## config.mk

```make
export PLATFORM = sky130hd
export DESIGN_NAME = dmem_responder_flat
export DESIGN_NICKNAME = d
export VERILOG_FILES = /design/src/rtl/dmem_if.sv /design/src/rtl/dmem_responder.sv /design/src/flat_wrapper.sv
export SDC_FILE = /design/constraint.sdc
export NUM_CORES = 2
export LEC_CHECK = 0
export CAP_MARGIN = 30
export CORE_MARGIN = 3
export CORE_UTILIZATION = 45
export DETAILED_ROUTE_END_ITERATION = 16
export MAX_ROUTING_LAYER = met4
export SLEW_MARGIN = 20
export SYNTH_ARGS = -nofsm -noshare
export SYNTH_HDL_FRONTEND = slang
export SYNTH_SLANG_ARGS = --single-unit
```

## constraint.sdc

```tcl
create_clock -name clk -period 11.67 [get_ports clk]
set_input_delay 2.334 -clock clk [delete_from_list [all_inputs] [get_ports clk]]
set_output_delay 2.334 -clock clk [all_outputs]
set_load 0.05 [all_outputs]
```

## src/rtl/dmem_if.sv

```systemverilog
// Request/response bundle between the datapath and the data-memory responder.
// Ports: read_en/write_en/addr/wdata (request), req_ready/done/rdata/rdata_valid/err (response).
interface dmem_if #(
    parameter int DW = 8,
    parameter int AW = 8
);
    logic          read_en;
    logic          write_en;
    logic [AW-1:0] addr;
    logic [DW-1:0] wdata;
    logic          req_ready;
    logic          done;
    logic [DW-1:0] rdata;
    logic          rdata_valid;
    logic          err;

    modport master (
        output read_en, write_en, addr, wdata,
        input  req_ready, done, rdata, rdata_valid, err
    );

    modport slave (
        input  read_en, write_en, addr, wdata,
        output req_ready, done, rdata, rdata_valid, err
    );
endinterface

```

## src/rtl/dmem_responder.sv

```systemverilog
// Data-memory responder: one load/store per request, answered after LAT clocks.
// Ports: clk, rst_n (async active-low), bus (dmem_if.slave: request in, response out).
module dmem_responder #(
    parameter int DW  = 8,
    parameter int AW  = 8,
    parameter int LAT = 2
) (
    input  logic   clk,
    input  logic   rst_n,
    dmem_if.slave  bus
);
    if (LAT < 1 || LAT > 15) begin : g_bad_lat
        $error("dmem_responder: LAT must be 1..15");
    end

    typedef enum logic [1:0] {IDLE, WAIT, RESP} state_t;

    localparam logic [3:0] CNT_INIT = (LAT > 1) ? 4'(LAT - 2) : 4'd0;

    state_t        state, state_nx;
    logic [3:0]    cnt, cnt_nx;
    logic [DW-1:0] mem [2**AW];
    logic [AW-1:0] addr_q;
    logic [DW-1:0] wdata_q;
    logic [DW-1:0] rdata_q;
    logic          load_q;
    logic          err_q;

    logic          idle;
    logic          accept;
    logic          illegal;
    logic          commit;
    logic          op_load;
    logic [AW-1:0] tgt_addr;
    logic [DW-1:0] tgt_wdata;

    assign idle    = (state == IDLE);
    assign accept  = idle && (bus.read_en || bus.write_en);
    assign illegal = bus.read_en && bus.write_en;

    // With LAT==1 the array is touched on the accept edge itself, so the
    // live bus fields are used; otherwise the latched copies are used.
    assign tgt_addr  = idle ? bus.addr    : addr_q;
    assign tgt_wdata = idle ? bus.wdata   : wdata_q;
    assign op_load   = idle ? bus.read_en : load_q;

    // The edge that enters RESP is the one that completes the access.
    assign commit = (state_nx == RESP) && (state != RESP);

    always_comb begin
        state_nx = state;
        cnt_nx   = cnt;
        unique case (state)
            IDLE: begin
                if (accept && !illegal) begin
                    if (LAT == 1) begin
                        state_nx = RESP;
                    end else begin
                        state_nx = WAIT;
                        cnt_nx   = CNT_INIT;
                    end
                end
            end
            WAIT: begin
                if (cnt == 4'd0) begin
                    state_nx = RESP;
                end else begin
                    cnt_nx = cnt - 4'd1;
                end
            end
            RESP: state_nx = IDLE;
            default: state_nx = IDLE;
        endcase
    end

    always_ff @(posedge clk or negedge rst_n) begin
        if (!rst_n) begin
            state <= IDLE;
            cnt   <= 4'd0;
        end else begin
            state <= state_nx;
            cnt   <= cnt_nx;
        end
    end

    always_ff @(posedge clk or negedge rst_n) begin
        if (!rst_n) begin
            addr_q  <= '0;
            wdata_q <= '0;
            load_q  <= 1'b0;
            err_q   <= 1'b0;
            rdata_q <= '0;
        end else begin
            err_q <= accept && illegal;
            if (accept && !illegal) begin
                addr_q  <= bus.addr;
                wdata_q <= bus.wdata;
                load_q  <= bus.read_en;
            end
            if (commit && op_load) begin
                rdata_q <= mem[tgt_addr];
            end
        end
    end

    // Array is not reset; rst_n gating keeps a request seen during reset
    // from committing.
    always_ff @(posedge clk) begin
        if (rst_n && commit && !op_load) begin
            mem[tgt_addr] <= tgt_wdata;
        end
    end

    assign bus.req_ready   = idle;
    assign bus.done        = (state == RESP);
    assign bus.rdata_valid = (state == RESP) && load_q;
    assign bus.err         = err_q;
    assign bus.rdata       = rdata_q;
endmodule

```

## src/flat_wrapper.sv

```systemverilog
// flat-port wrapper written by rule: the top's interface ports become plain ports
module dmem_responder_flat 
#(
    parameter int DW  = 8,
    parameter int AW  = 8,
    parameter int LAT = 2
)
  (clk, rst_n, bus_read_en, bus_write_en, bus_addr, bus_wdata, bus_req_ready, bus_done, bus_rdata, bus_rdata_valid, bus_err);
  dmem_if #(.DW(DW), .AW(AW)) bus_i ();
  input  logic clk;
  input  logic rst_n;
  input wire logic [$bits(bus_i.read_en)-1:0] bus_read_en;
  input wire logic [$bits(bus_i.write_en)-1:0] bus_write_en;
  input wire logic [$bits(bus_i.addr)-1:0] bus_addr;
  input wire logic [$bits(bus_i.wdata)-1:0] bus_wdata;
  output wire logic [$bits(bus_i.req_ready)-1:0] bus_req_ready;
  output wire logic [$bits(bus_i.done)-1:0] bus_done;
  output wire logic [$bits(bus_i.rdata)-1:0] bus_rdata;
  output wire logic [$bits(bus_i.rdata_valid)-1:0] bus_rdata_valid;
  output wire logic [$bits(bus_i.err)-1:0] bus_err;
  assign bus_i.read_en = bus_read_en;
  assign bus_i.write_en = bus_write_en;
  assign bus_i.addr = bus_addr;
  assign bus_i.wdata = bus_wdata;
  assign bus_req_ready = bus_i.req_ready;
  assign bus_done = bus_i.done;
  assign bus_rdata = bus_i.rdata;
  assign bus_rdata_valid = bus_i.rdata_valid;
  assign bus_err = bus_i.err;
  dmem_responder #(.DW(DW), .AW(AW), .LAT(LAT)) u_core (.clk(clk), .rst_n(rst_n), .bus(bus_i));
endmodule
```

==> flow_summary_export.csv <==
group,metric,value,unit
outcome,status,"complete, no violations",
logic_synthesis,yosys_warnings,0,
setup_path,required,12.40,ns
setup_path,reg2reg_depth,13,
timing,hold_viol_final,0,
clock_tree,cts_buffer_depth,3,
clock_tree,ctsRootBufferMaster,"clkbuf_16",
setup_path,worstPathArrival,7.39,ns
route,remaining_drc_errors,0,
setup_path,start_kind,"input port",
layout,syn_to_final_growth,12.3,%
logic_synthesis,syn-cell-area,77500,um^2
logic_synthesis,synth-seq-cells,2080,
setup_path,crit_type,"input port to register",
timing,fin_crit_sh,57.1,%
floorplan,num_rows,151,
logic_synthesis,ys_types,59,
clock_tree,cts_resized,0,
setup_path,r2r_setup_slack,5.71,ns
global_route,grt_max_degree,221,
clock_tree,postCtsSetupBuffers,0,
timing,drv_slew,0,
logic_synthesis,synth_edf_count,2048,
route,viasPerCell,6.50,
logic_synthesis,yosys-top-cells-count,"edfxtp_1, a22oi_1, nor2_1",
floorplan,die-area,177000,um^2
timing,grt_setup_unrepaired,"false",
logic_synthesis,syn-num-nets,4441,
route,vias,44912,
min_path,hp-class,"register to register",
timing,period_minus_slack,6.66,ns
logic_synthesis,synth_area_per_cell,17.5,um^2
clock_tree,holdBufCountCts,0,
floorplan,dieHeight,421,um
min_path,worstHoldStart,"u_core.wdata_q[0]",
logic_synthesis,synth_top_area_share,79.3,%
setup_path,timing.rr.start,"u_core.state[0]",
setup_path,path_max_fanout,90,
min_path,hold_path_depth,1,
power_and_ir_drop,p_clk_share,24.7,%
power_and_ir_drop,p_int,15.6,mW
logic_synthesis,synth_area_leaders,"edfxtp_1, a22oi_1, a221o_1",
global_route,globalRouteTotalUtil,25.2,%
clock_tree,clkLatencyLatePin,0.82,ns
timing,slew_headroom,12.4,%
timing,setup_violations,0,
logic_synthesis,synth_top_area_cell,"edfxtp_1",
logic_synthesis,synth_flop_cell,"edfxtp_1",
logic_synthesis,syn_inst,4419,
route,dr.pass1.iters,8,
global_route,antenna_found_initial,8,
route,ant_nets,0,
clock_tree,htree_levels,4,
power_and_ir_drop,ir_worst_vdd,389,uV
global_route,grt_pass1_wl,317000,um
floorplan,core_area,170000,um^2
power_and_ir_drop,pwr-share-seq,39.6,%
route,wl_per_cell,32.2,um
min_path,hold_end,"u_core.wdata_q[0]",
logic_synthesis,ys_seq_area_share,80.4,%
clock_tree,numCtsBuffers,205,
place,gp_congestion,0.815,
layout,nets,4460,
floorplan,start_util,45.5,%
place,dp_hpwl,124000,um
logic_synthesis,synth_most_common_cell,"edfxtp_1",
clock_tree,clock-sinks,2080,
logic_synthesis,async_reset_ff_share,1.54,%
route,drtIter0Drc,6815,
power_and_ir_drop,powerDensity,291,nW/um^2
power_and_ir_drop,power_switching_share,38.3,%
timing,skew,0.0335,ns
setup_path,worst_setup_path_end_kind,"register",
clock_tree,clk_pin_slew_worst_paths,0.06,ns
floorplan,num_io_pins,32,
power_and_ir_drop,leakagePower,26.6,nW
place,preCtsSetupSlack,4.20,ns
power_and_ir_drop,power_switching,9.71,mW
timing,worst_slew_pin_slew,1.31,ns
floorplan,die_w,421,um
job,max_cap_viol_count,0,
route,totalWireLength,223000,um
power_and_ir_drop,combPwrFrac,35.7,%
global_route,grt_pass1_vias,42532,
timing,clock.fmax,0.150,GHz
timing,fin_tns_setup,0,ns
global_route,grt.overflow.total,0,
clock_tree,cts_tree,"done",
place,portBuffers,31,
power_and_ir_drop,total_power,25.4,mW
timing,layout_setup_ws,5.01,ns
layout,drive_above_1_share,10.0,%
setup_path,timing.rr.end,"u_core.bus.rdata[7]",
[registers in the layout, indices dropped and copies added (netlist names)]
signal,flops
u_core.wdata_q,8
u_core.mem,2048
u_core.addr_q,8
u_core.state,2
u_core.load_q,1
u_core.bus.rdata,8
u_core.bus.err,1
u_core.cnt,4
[power groups by stage]
stage | logic, mW | registers (mW) | clock network (mW)
floorplan | 4.76 | 10.7 | 0
global placement | 8.75 | 10.2 | 0
detailed placement | 8.88 | 10.2 | 0
CTS | 8.91 | 10.0 | 6.33
global route | 9.47 | 10.0 | 6.63
finish | 9.05 | 10.0 | 6.27
[worst max-delay path, stage by stage]
cell	delay [ns]
clkdlybuf4s50_1	0.48
or4_1	0.55
o31ai_4	0.26
buf_12	0.48
buf_4	0.85
a221oi_1	0.24
nor4_1	0.89
o21ai_0	0.53
o311a_1	0.45
a31oi_1	0.17
[cell usage in the layout (no fill, tap or decap), types with 5 or more instances in the layout]
cell type and count:
clkbuf_1 53, bufinv_16 11, buf_4 90, nor2b_1 5
nor4_1 53, and3_1 22, o21ai_0 19, clkinv_2 39
buf_12 20, nand2_4 12, mux2_2 17, diode_2 8
dfrtp_1 32, nand2_1 82, nor2_1 270, a21oi_1 32
a221oi_1 242, nand4_1 17, clkbuf_16 210, nand2_2 16
nand3_1 260, clkdlybuf4s50_1 30, a221o_1 234, a222oi_1 10
or4_1 22, edfxtp_1 2048, a22oi_1 536, a311oi_1 37
buf_16 7, a41oi_1 6, a31oi_1 16, o22ai_1 17
clkinv_1 50
[kinds of logic (layout without fill, tap and decap cells)]
| kind of cell | after synthesis | after routing | synth area share (%) |
|---|---|---|---|
| mux | 25 | 25 | 0.375 |
| compound gates | 1182 | 1182 | 12.5 |
| flops | 2080 | 2080 | 80.4 |
| xor+xnor | 3 | 3 | 0.0339 |
| buf+inv | 343 | 529 | 1.92 |
| other cells | 0 | 8 | 0 |
| simple gates | 784 | 784 | 4.74 |
| fa+ha+maj | 2 | 2 | 0.0323 |
[layout make-up]
class | instances | area [um^2]
inverter | 4 | 15.0
clock inverter | 112 | 845
timing repair buffer | 151 | 1600
fill | 13532 | 83200
antenna | 8 | 20.0
sequential | 2080 | 62300
tap | 2295 | 2870
clock buffer | 262 | 5450
multi-input combinational | 1996 | 14000
[per-stage QoR]
stage                     std cells  instance area (um^2)  util [%]  hold WS (ns)
after global placement         6505                 80400      47.2         0.486
after floorplan                4419                 77500         -         0.479
after CTS                      6888                 86900      51.0         0.513
final                          6908                 87100      51.1         0.512
after detailed placement       6514                 80600      47.3         0.498
after global routing           6904                 87000      51.1         0.534
[routing by layer]
layer,vias to the layer above,share of wire [%],global-route usage [%]
met3,358,9.8,4.94
met5,-,0,-
met4,0,2.8,7.13
met2,2557,47,37.8
met1,23318,41,35.3
li1,18679,-,-
[worst max path at each step]
stage,from,end,cells after the start
finish,bus_addr[0],u_core.bus.rdata[3],10
global route,bus_addr[1],u_core.bus.rdata[5],12
CTS,bus_addr[1],u_core.bus.rdata[5],12
detailed placement,bus_addr[1],u_core.bus.rdata[5],12
global placement,bus_addr[1],u_core.bus.rdata[5],12
floorplan,bus_wdata[7],u_core.mem[0][7],2
(Power assumes the default switching activity.)
